===== src/rtl/sprite_overlay_ctrl.sv =====
// sprite_overlay_ctrl: sprite ROM addressing and transparent overlay with frame-synchronous
// position update, integer scaling, blinking and a ROM-latency-aligned registered output.
module sprite_overlay_ctrl #(
   parameter int          X0           = 265,
   parameter int          Y0           = 277,
   parameter int          W            = 96,
   parameter int          H            = 11,
   parameter int          ROW_W        = 4,
   parameter int          COL_W        = 7,
   parameter int          SCALE_SH     = 0,
   parameter int          ROM_LAT      = 1,
   parameter logic [11:0] TRANSP       = 12'hFFF,
   parameter int          BLINK_FRAMES = 30
) (
   input  logic             clk,
   input  logic             rst,
   input  logic             bright,
   input  logic             en,
   input  logic [9:0]       hCount,
   input  logic [9:0]       vCount,
   input  logic [11:0]      background,
   input  logic [9:0]       pos_x,
   input  logic [9:0]       pos_y,
   input  logic             pos_load,
   input  logic             blink_en,
   output logic [ROW_W-1:0] rom_row,
   output logic [COL_W-1:0] rom_col,
   input  logic [11:0]      rom_color,
   output logic [11:0]      rgb,
   output logic             sprite_px
);
   localparam int CW = BLINK_FRAMES > 1 ? $clog2(BLINK_FRAMES) : 1;
   localparam logic [10:0] WS = 11'(W << SCALE_SH);
   localparam logic [10:0] HS = 11'(H << SCALE_SH);
   typedef enum logic {VISIBLE, HIDDEN} blink_t;
   blink_t state, state_nx;
   logic [CW-1:0] cnt, cnt_nx;
   logic [9:0] sx, sy, ax, ay, dx, dy;
   logic frame_tick, on, hit;
   logic [ROM_LAT-1:0] on_d, br_d;
   logic [11:0] bg_d [ROM_LAT];
   assign frame_tick = hCount == 10'd0 && vCount == 10'd0;
   // Staged position only becomes active at a frame boundary, so a frame never tears.
   always_ff @(posedge clk or negedge rst) begin
      if (!rst) begin
         sx <= 10'(X0);
         sy <= 10'(Y0);
         ax <= 10'(X0);
         ay <= 10'(Y0);
      end else begin
         if (pos_load) begin
            sx <= pos_x;
            sy <= pos_y;
         end
         if (frame_tick) begin
            ax <= pos_load ? pos_x : sx;
            ay <= pos_load ? pos_y : sy;
         end
      end
   end
   always_ff @(posedge clk or negedge rst) begin
      if (!rst) begin
         state <= VISIBLE;
         cnt   <= '0;
      end else begin
         state <= state_nx;
         cnt   <= cnt_nx;
      end
   end
   always_comb begin
      state_nx = state;
      cnt_nx   = cnt;
      if (!blink_en) begin
         state_nx = VISIBLE;
         cnt_nx   = '0;
      end else if (frame_tick) begin
         cnt_nx   = cnt == CW'(BLINK_FRAMES - 1) ? '0 : cnt + 1'b1;
         state_nx = cnt == CW'(BLINK_FRAMES - 1) ? (state == VISIBLE ? HIDDEN : VISIBLE) : state;
      end
   end
   // Upper bounds at 11 bits so a window running past 1023 does not wrap around.
   assign dx = hCount - ax;
   assign dy = vCount - ay;
   assign on = en && state == VISIBLE &&
               hCount >= ax && {1'b0, hCount} < {1'b0, ax} + WS &&
               vCount >= ay && {1'b0, vCount} < {1'b0, ay} + HS;
   assign rom_row = ROW_W'(dy >> SCALE_SH);
   assign rom_col = COL_W'(dx >> SCALE_SH);
   always_ff @(posedge clk or negedge rst) begin
      if (!rst) begin
         on_d <= '0;
         br_d <= '0;
         for (int i = 0; i < ROM_LAT; i++) bg_d[i] <= '0;
      end else begin
         on_d    <= ROM_LAT'({on_d, on});
         br_d    <= ROM_LAT'({br_d, bright});
         bg_d[0] <= background;
         for (int i = 1; i < ROM_LAT; i++) bg_d[i] <= bg_d[i-1];
      end
   end
   assign hit = br_d[ROM_LAT-1] && on_d[ROM_LAT-1] && rom_color != TRANSP;
   always_ff @(posedge clk or negedge rst) begin
      if (!rst) begin
         rgb       <= '0;
         sprite_px <= 1'b0;
      end else begin
         rgb       <= !br_d[ROM_LAT-1] ? 12'h000 : hit ? rom_color : bg_d[ROM_LAT-1];
         sprite_px <= hit;
      end
   end
endmodule


===== config.mk =====
export PLATFORM = sky130hd
export DESIGN_NAME = sprite_overlay_ctrl
export DESIGN_NICKNAME = d
export VERILOG_FILES = /design/src/rtl/sprite_overlay_ctrl.sv
export SDC_FILE = /design/constraint.sdc
export NUM_CORES = 1
export LEC_CHECK = 0
export CORE_UTILIZATION = 50
export DETAILED_ROUTE_END_ITERATION = 10
export GPL_ROUTABILITY_DRIVEN = 0
export PLACE_DENSITY = 0.76
export SLEW_MARGIN = 20
export SYNTH_ARGS = -nofsm -noshare
export SYNTH_HDL_FRONTEND = slang
export SYNTH_SLANG_ARGS = --single-unit

===== constraint.sdc =====
create_clock -name clk -period 2.8 [get_ports clk]
set_input_delay 0.56 -clock clk [delete_from_list [all_inputs] [get_ports clk]]
set_output_delay 0.56 -clock clk [all_outputs]
set_load 0.02 [all_outputs]

## Yosys cells after proc, flatten, opt, wreduce, memory -nomap -nowiden

Cells that the tools add are included.

- Output and inout bits: 24
- Latch bits: 0
- Logic and storage cells: 47
- Flip-flop bits (word level): 73
- Bits in writable memories: 0
- Memories: 0
- ROM bits: 0

- Magnitude comparators: 4
- Multipliers: 0
- Multiplexer cells: 11
- Bitwise operators: 1
- Reductions and logical operators: 11
- Add/sub/neg operators: 5
- Divide/modulo/power cells: 0
- Shift operators: 0
- Equal/unequal tests: 4

Operators with widths:

| operator | number |
|---|---|
| two-way mux 12 bit | 2 |
| < comparator 10 x 11 -> 1 bit | 2 |
| greater-or-equal comparator 10 bit | 2 |
| logical NOT 10 bit | 2 |
| two-way mux 10 bit | 2 |
| two-way mux 5 bit | 3 |
| inequality test 12 bit (second input constant) | 1 |
| adder 10 x 4 -> 11 bit (second input constant) | 1 |
| adder 10 x 7 -> 11 bit (second input constant) | 1 |
| logical AND 1 bit | 8 |
| subtractor 7 bit | 1 |
| adder 5 x 1 -> 5 bit (second input constant) | 1 |
| == test 5 bit (second input constant) | 1 |
| two-way mux 1 bit | 4 |
| inequality test 2 x 1 -> 1 bit (second input constant) | 2 |
| subtractor 4 bit | 1 |
| AND reduction 2 bit | 1 |
| NOT 1 bit | 1 |

## Logic depth before layout (Yosys ltp)

Gate-level depths: netlist of the first run.

- Depth after elaboration: 6
- Depth in mapped cells: 11

## Least setup slack after synthesis of the first run

OpenSTA, ideal clock, no wires.

- Kind: input to output
- Start point: in hCount[0]
- End point: out rom_col[6]
- Setup slack: 0.362 ns
- Cell stages on the path: 7
- Arrival time: 1.878 ns
- Path buffers: 0
- Cell sequence: inv_1 -> ha_1 -> inv_1 -> fa_1 -> a21oi_1 -> o21ai_0 -> xor2_1

- Word-level cells in the longest chain between the ends: 1

Ends and longest elaborated chain:

| item | line | source |
|---|---|---|
| start: declaration | 19 | `input logic [9:0] hCount,` |
| subtractor 7 bit | 82 | `assign dx = hCount - ax;` |
| end: declaration | 27 | `output logic [COL_W-1:0] rom_col,` |

No other way between the ends.

## Worst setup path after layout of the first run

- Start point: reg ax[0]
- End point: reg on_d

- Word-level cells in the longest chain between the ends: 5
- Elaborated cells on any way between the ends: 7
- Those cells by class: 1 x add/sub; 2 x order compare; 4 x reduce/logical

Ends and longest elaborated chain:

| item | line | source |
|---|---|---|
| start: declaration | 38 | `logic [9:0] sx, sy, ax, ay, dx, dy;` |
| start signal: assignment | 48 | `ax <= 10'(X0);` |
| start signal: assignment | 56 | `ax <= pos_load ? pos_x : sx;` |
| adder 10 x 7 -> 11 bit / greater-or-equal comparator 10 bit (equally long branches) | 85 | `hCount >= ax && {1'b0, hCount} < {1'b0, ax} + WS &&` |
| < comparator 10 x 11 -> 1 bit / logical AND 1 bit (equally long branches) | 85, 84 |  |
| logical AND 1 bit (*) (2 in series) | 85 |  |
| logical AND 1 bit (*) | 86 | `vCount >= ay && {1'b0, vCount} < {1'b0, ay} + HS;` |
| via on | 39 | `logic frame_tick, on, hit;` |
| end signal: assignment | 95 | `on_d <= ROM_LAT'({on_d, on});` |
| end: declaration | 40 | `logic [ROM_LAT-1:0] on_d, br_d;` |

Mark *: on every way through the listed nets, which the timed path passes. The rest lies on a longest branch.
A chain may end at the register's enable or synchronous reset.

==> summary.md, run 1 <==
| Metric | Value |
|---|---|
| Status | finished clean |
| Post-DP Area | about 5100 um^2 |
| Syn Nets | 467 |
| H-tree levels | 3 |
| Share of the synthesized area in the top cell type | 0.3789 |
| DRT iter0 DRCs | ~110 |
| Hold Vio Cnt, Final | 0 |
| Die area | 8150 um^2 |
| Num CTS Buffers | 9 |
| Largest net degree at the start of global routing | 47 |
| Antenna Nets Post-Route | 0 |
| I/O pins | 94 |
| Routed len/inst | 15.81 um |
| Post-synthesis async set-or-reset flop share | 1.000 |
| Width of the die | 90.28 um |
| Port bufs | 93 |
| Startpoint types | flop |
| Cts hold-fix bufs | 0 |
| Reg area | 1844 um^2 |
| Area growth, synth to finish | 36.10% |
| Pre-antenna DRT Iters | 4 |
| Fillers | 570 |
| Max cap viols | 0 |
| Synthesized cell area | 3896 um^2 |
| Critical Path RT | 3010 ps |
| Synth warn | 0 |
| Fin nets | a little under 600 |
| Top routing layer used | met4 |
| Layout cells sized above 1 | 0.1967 |
| Metal1 wirelength | roughly 4.2 mm |
| Post-synth top flop | dfrtp_1 |
| Clock Latency Late Sink | 340 ps |
| Most frequent cells after synthesis | dfrtp_1, ha_1, inv_1, nand2_1, o21ai_0 |
| Hold WS | 250.5 ps |
| Tot GR Track Use | 0.2352 |
| Post-synthesis sequential area ratio | 0.4733 |
| First-pass GRT wire length | 15.13 mm |
| Crit path capture type | flop |
| Peak VDD IR | about 0.00036 V |
| Clock-pin slew on the worst setup and hold paths | 90 ps |
| Core ar. | approximately 7400 um^2 |
| Final setup violating endpoints | 0 |
| Multi-input logic area | 1926 um^2 |
| DR vias | just over 3k |
| Root buf cell | clkbuf_8 |
| Max Clk Rate | around 0.36 GHz |
| Flops & latches, synth | between 70 and 80 |
| Clk sinks | 73 |
| Grt ovf | 0 |
| Met3 WL | 334 um |
| Initial Util | 0.5259 |
| Clock tree buffer depth | 2 |
| Core Util, Final | 0.7158 |
| Cell Pwr Density | 426.4 nW/um^2 |
| WS Path Type | flop to flop |
| Worst slew pin tran | 685.6 ps |
| Distinct cells, synth | 42 |
| Synth area leaders | dfrtp_1, ha_1, dfstp_2, mux2_2, mux2i_1 |
| Antenna cell count | 0 |
| Chip height | 90.28 um |
| Initial antenna violation count | 0 |
| Row count | 31 |
| Max FO, Critical Path | 3 |
| Hold Crit Class | input pin to asynchronous set/reset pin |
| Worst clock skew | 5.113 ps |
| Final Cell Area | 5303 um^2 |
| Number of synthesized flops with an enable pin | 0 |
| Mapped Cells | around 360 |
| Wire length on met2 | 4.483 mm |
| Max Slew Vio Count | 0 |
| R2R depth | 11 |
| Post-DP HPWL | 6.964 mm |
| Syn_area_per_cell | 10.94 um^2 |
| DRT Wirelength | 9.201 mm |
| Leakage power | between 0.002 and 0.003 uW |
| Worst relative slew slack | 0.5429 |
| Crit path time final | 2757 ps |
| CTS tree | done |
| Biggest area consumer among synthesized cells | dfrtp_1 |
| Period utilization | 0.9846 |
| Worst EP arrival | approximately 3000 ps |
| DR vias/cell | 5.337 |
| DR DRC count | 0 |
| Vias in the first global route | about 3.2k |
| Cell with the most instances after synthesis | dfrtp_1 |
[kinds of logic after synthesis]
group,Yosys count,share of synthesized area
xor gates and xnor gates,19,0.04271
adders and majority gates,41,0.1355
buffers and inverters,38,0.04335
and+or+nand+nor,83,0.09794
DFF,73,0.4733
muxes,35,0.09666
AOI/OAI and AO/OA,67,0.1105
[report_power, final]
group,leakage (uW),switching [uW],internal [uW]
sequential,0.000831,12.6,1110
clock,0.0000848,452,337
combinational,0.00160,156,196
total,0.00252,620,1640
[critical path, cell delays in order (launching register included)]
cell and delay [ps]:
dfstp_2 590, ha_4 140, inv_1 40, fa_2 380, a21oi_4 210, buf_4 140, buf_4 90, a211oi_1 60
a2111oi_0 470, o21ai_0 250, o211ai_1 170, nor4_2 80
[cells in the final DEF, fill, tap and decap left out, drive strengths merged, types with 2 or more instances in the layout]
cell type	Yosys	layout
nor4	9	9
buf	7	32
fa	2	2
nand4	3	3
clkbuf	2	11
nor2b	5	5
o2111ai	2	2
o31ai	2	2
a21o	5	5
mux2i	14	14
xor2	4	4
inv	29	33
a21oi	14	14
a211oi	3	3
clkdlybuf4s50	0	81
dfrtp	59	59
nor2	24	24
nand2b	2	2
o21ai	27	27
dlygate4sd2	0	4
clkinvlp	0	3
xnor2	15	15
dfstp	14	14
mux2	21	21
a2111oi	2	2
o21a	2	2
nand2	29	29
o211ai	3	3
ha	39	39
nand3	7	7
[metrics by stage]
stage                     setup TNS, ps  total power [uW]  setup slack (ps)  cells
after floorplan                       0              1273             362.4    356
after global placement            -3066              1484            -606.5    565
after detailed placement          -3744              1496            -684.3    565
after CTS                             0              2277             9.491    582
after global routing             -16.35              2351            -9.209    582
final                                 0              2261             43.23    582
[final cells by class]
cell class / instances / area share
clock buffer: 9 / 0.02336
clock inverter: 7 / 0.01133
inverter: 29 / 0.02053
multi-input combinational: 245 / 0.3631
sequential: 73 / 0.3478
tap: 99 / 0.02336
timing repair buffer: 120 / 0.2105
[worst paths after layout]
path | start | slack, ps | end
max | ax[0] | 40 | on_d
min | rst | 250 | sx[4]
max reg2reg | ax[0] | 40 | on_d
min reg2reg | sx[5] | 500 | sx[5]
max in group asynchronous | rst | 1820 | sy[0]
min in group clk | sx[5] | 500 | sx[5]
[registers in the layout, indices dropped and copies added, names as in the netlist]
register   cells
ax            10
ay            10
bg_d          12
br_d           1
cnt            5
on_d           1
rgb           12
sprite_px      1
state          1
sx            10
sy            10
[per-layer routing]
metal | GRT usage | vias up
li1 | - | 1489
met1 | 0.2984 | 1488
met4 | 0.08737 | 0
met3 | 0.05051 | 21
met5 | 0 | -
met2 | 0.3957 | 108
[timing repair]
item	in CTS	in global routing
buffers inserted	1	0
pin swaps	3	4
endpoints found under the setup margin	10	6
resized for setup	33	11
(Power assumes the default switching activity.)
==> inputs of run 2 (changes only) <==
--- a/config.mk
+++ b/config.mk
@@ -5,10 +5,10 @@
 export SDC_FILE = /design/constraint.sdc
 export NUM_CORES = 1
 export LEC_CHECK = 0
-export CORE_UTILIZATION = 50
+export CORE_UTILIZATION = 40
 export DETAILED_ROUTE_END_ITERATION = 10
 export GPL_ROUTABILITY_DRIVEN = 0
-export PLACE_DENSITY = 0.76
+export PLACE_DENSITY = 0.63
 export SLEW_MARGIN = 20
 export SYNTH_ARGS = -nofsm -noshare
 export SYNTH_HDL_FRONTEND = slang
==> run 2 against run 1 <==
Worst hold slack got worse by 130 ps. Via count decreased by 1.4%. Sequential share of layout area decreased by 0.81 points. Clock power increased by 19%. First-iteration DRC count decreased by 18%. Clock-buffer cell count increased by 1. Non-clock buffer count increased by 7. Flip-flop and latch count unchanged. Routed wire length decreased by 1.3%. Total power increased by 6.6%. Final cell count increased by 6.4%. Critical path type is now flop to output port. Largest power group unchanged.
==> summary.md, run 2 (same netlist as run 1, synthesis figures left out) <==
| Metric | Value |
|---|---|
| Startpoint types | flop (unchanged) |
| H-tree levels | 3 (unchanged) |
| Cts hold-fix bufs | 0 (unchanged) |
| CP max stage delay | 590 ps (about the same) |
| Worst clock skew | 6.195 ps (was 5.113 ps) |
| Core Util, Final | 0.5820 (was 0.7158) |
| Clk sinks | 73 (unchanged) |
| Leakage power | 0.002582 uW (was 0.002520 uW) |
| Layout cells sized above 1 | 0.2041 (was 0.1967) |
| Hold WS | 117.2 ps (was 250.5 ps) |
| CTS tree | done (unchanged) |
| Biggest regs | bg_d x12, rgb x12 (unchanged) |
| Die area | 10140 um^2 (was 8150 um^2) |
| Tot GR Track Use | 0.1925 (was 0.2352) |
| Crit path capture type | output port (was flop) |
| Worst EP arrival | 2160 ps (was 2960 ps) |
| Max Clk Rate | 0.3681 GHz (was 0.3627 GHz) |
| Num CTS Buffers | 9 (unchanged) |
| Hold Crit Class | input pin to asynchronous set/reset pin (unchanged) |
| RSZ-0062 raised after global routing | true |
| I/O pins | 94 (unchanged) |
| Max Slew Vio Count | 0 (unchanged) |
| Row count | 35 (was 31) |
| Grt ovf | 0 (unchanged) |
| Clock-pin slew on the worst setup and hold paths | 80 ps (was 90 ps) |
| DRT Wirelength | 9.077 mm (was 9.201 mm) |
| Most common cell after layout, fill and taps aside | clkdlybuf4s50_1 (unchanged) |
| Chip height | 100.7 um (was 90.28 um) |
| WS Path Type | flop to output port (was flop to flop) |
| Vias in the first global route | 3188 (was 3200) |
| Core ar. | 9328 um^2 (was 7408 um^2) |
| DR vias/cell | 4.947 (was 5.337) |
| Routed len/inst | 14.66 um (was 15.81 um) |
| Period utilization | 0.9702 (was 0.9846) |
| Crit path time final | 2716 ps (was 2757 ps) |
| Peak VDD IR | 0.0002139 V (was 0.0003630 V) |
| Fin nets | 596 (was 589) |
| Status | finished clean (unchanged) |
| Cell Pwr Density | 444.1 nW/um^2 (was 426.4 nW/um^2) |
| Width of the die | 100.7 um (was 90.28 um) |
| Max FO, Critical Path | 2 (was 3) |
| Initial Util | 0.4177 (was 0.5259) |
| Fillers | 825 (was 570) |
| DRT iter0 DRCs | 86 (was 105) |
| Area growth, synth to finish | 39.34% (was 36.10%) |
| Critical Path RT | 2240 ps (was 3010 ps) |
| Cell family with most CP delay | flip-flops (was compound AO/OA/AOI/OAI gates) |
| Max cap viols | 0 (unchanged) |
| First-pass GRT wire length | 15.04 mm (was 15.13 mm) |
| Clock tree buffer depth | 2 (unchanged) |
| Worst Path Buf+Inv | 3 (unchanged) |
| Root buf cell | clkbuf_8 (unchanged) |
| Worst slew pin tran | 479.0 ps (was 685.6 ps) |
| DR DRC count | 0 (unchanged) |
| CP Cell Sequence | ha_4 -> inv_2 -> fa_2 -> a21oi_2 -> buf_4 -> o21ai_2 -> xor2_1 -> buf_4 (was ha_4 -> inv_1 -> fa_2 -> a21oi_4 -> buf_4 -> buf_4 -> a211oi_1 -> a2111oi_0 -> o21ai_0 -> o211ai_1 -> nor4_2) |
| Initial antenna violation count | 0 (unchanged) |
| Slowest library cell on the worst path | dfstp_2 (unchanged) |
| Antenna Nets Post-Route | 0 (unchanged) |
| Clock Latency Late Sink | 350 ps (was 340 ps) |
| Pre-antenna DRT Iters | 4 (unchanged) |
| Most used cell, CP | buf_4 (unchanged) |
| Most frequent cells in the layout | clkdlybuf4s50_1, dfrtp_1, ha_1, buf_4, nand2_1 (was clkdlybuf4s50_1, dfrtp_1, ha_1, nand2_1, buf_4) |
| DR vias | 3062 (was 3106) |
| Worst relative slew slack | 0.6724 (was 0.5429) |
| Antenna cell count | 0 (unchanged) |
| Flop-to-flop setup slack | 240 ps (was 40 ps) |
| Port bufs | 93 (unchanged) |
| Hold Vio Cnt, Final | 0 (unchanged) |
| Final setup violating endpoints | 0 (unchanged) |
| Largest net degree at the start of global routing | 59 (was 47) |
| Post-DP HPWL | 6.900 mm (was 6.964 mm) |
-- run 2: cell type report --
type                    count  area (um^2)  area share
clock buffers              10        137.6     0.02535
clock inverters             6        87.58     0.01613
repair buffers            127         1170      0.2155
multi-input cells         245         1919      0.3535
well taps                 129        161.4     0.02973
inverters                  29        108.9     0.02005
flip-flops and latches     73         1844      0.3397
-- run 2: final timing paths --
path,startpoint,endpoint,depth (start not counted)
worst max-delay path,ax[0],rom_col[6],8
worst min-delay path,rst,rgb[4],1
worst max register to register,ax[0],on_d,12
worst min register to register,bg_d[1],rgb[1],2
max in group asynchronous,rst,ay[4],2
min in group clk,bg_d[1],rgb[1],2
-- run 2: metal layers --
layer | up-vias | global-route usage | routed length, um
met4 | 0 | 0.04794 | 112
li1 | 1499 | - | -
met3 | 13 | 0.04993 | 549
met1 | 1454 | 0.2551 | 4247
met5 | - | 0 | 0
met2 | 96 | 0.3145 | 4168
-- run 2: through the flow --
stage / total power, uW / cell area (um^2) / setup WS [ps] / instances / TNS (ps)
global route: 2524 / 5429 / -24.65 / 619 / -24.90
floorplan: 1273 / 3896 / 362.4 / 356 / 0
detailed placement: 1498 / 5179 / -652.5 / 601 / -3322
finish: 2411 / 5429 / 83.52 / 619 / 0
global placement: 1491 / 5179 / -623.4 / 601 / -3158
CTS: 2441 / 5408 / 1.924 / 619 / 0
-- run 2: report_power, final --
group	internal [uW]	switching [uW]	total (uW)
registers	1110	11.4	1120
clock network	530	411	941
logic	199	152	351
-- run 2: what timing repair did --
item                                   4_1_cts  5_1_grt
buffers inserted                             2        0
resized for setup                           30        9
endpoints found under the hold margin        0        0
cloned                                       0        0
setup endpoints to repair                    9        4
pin swaps                                    2        7
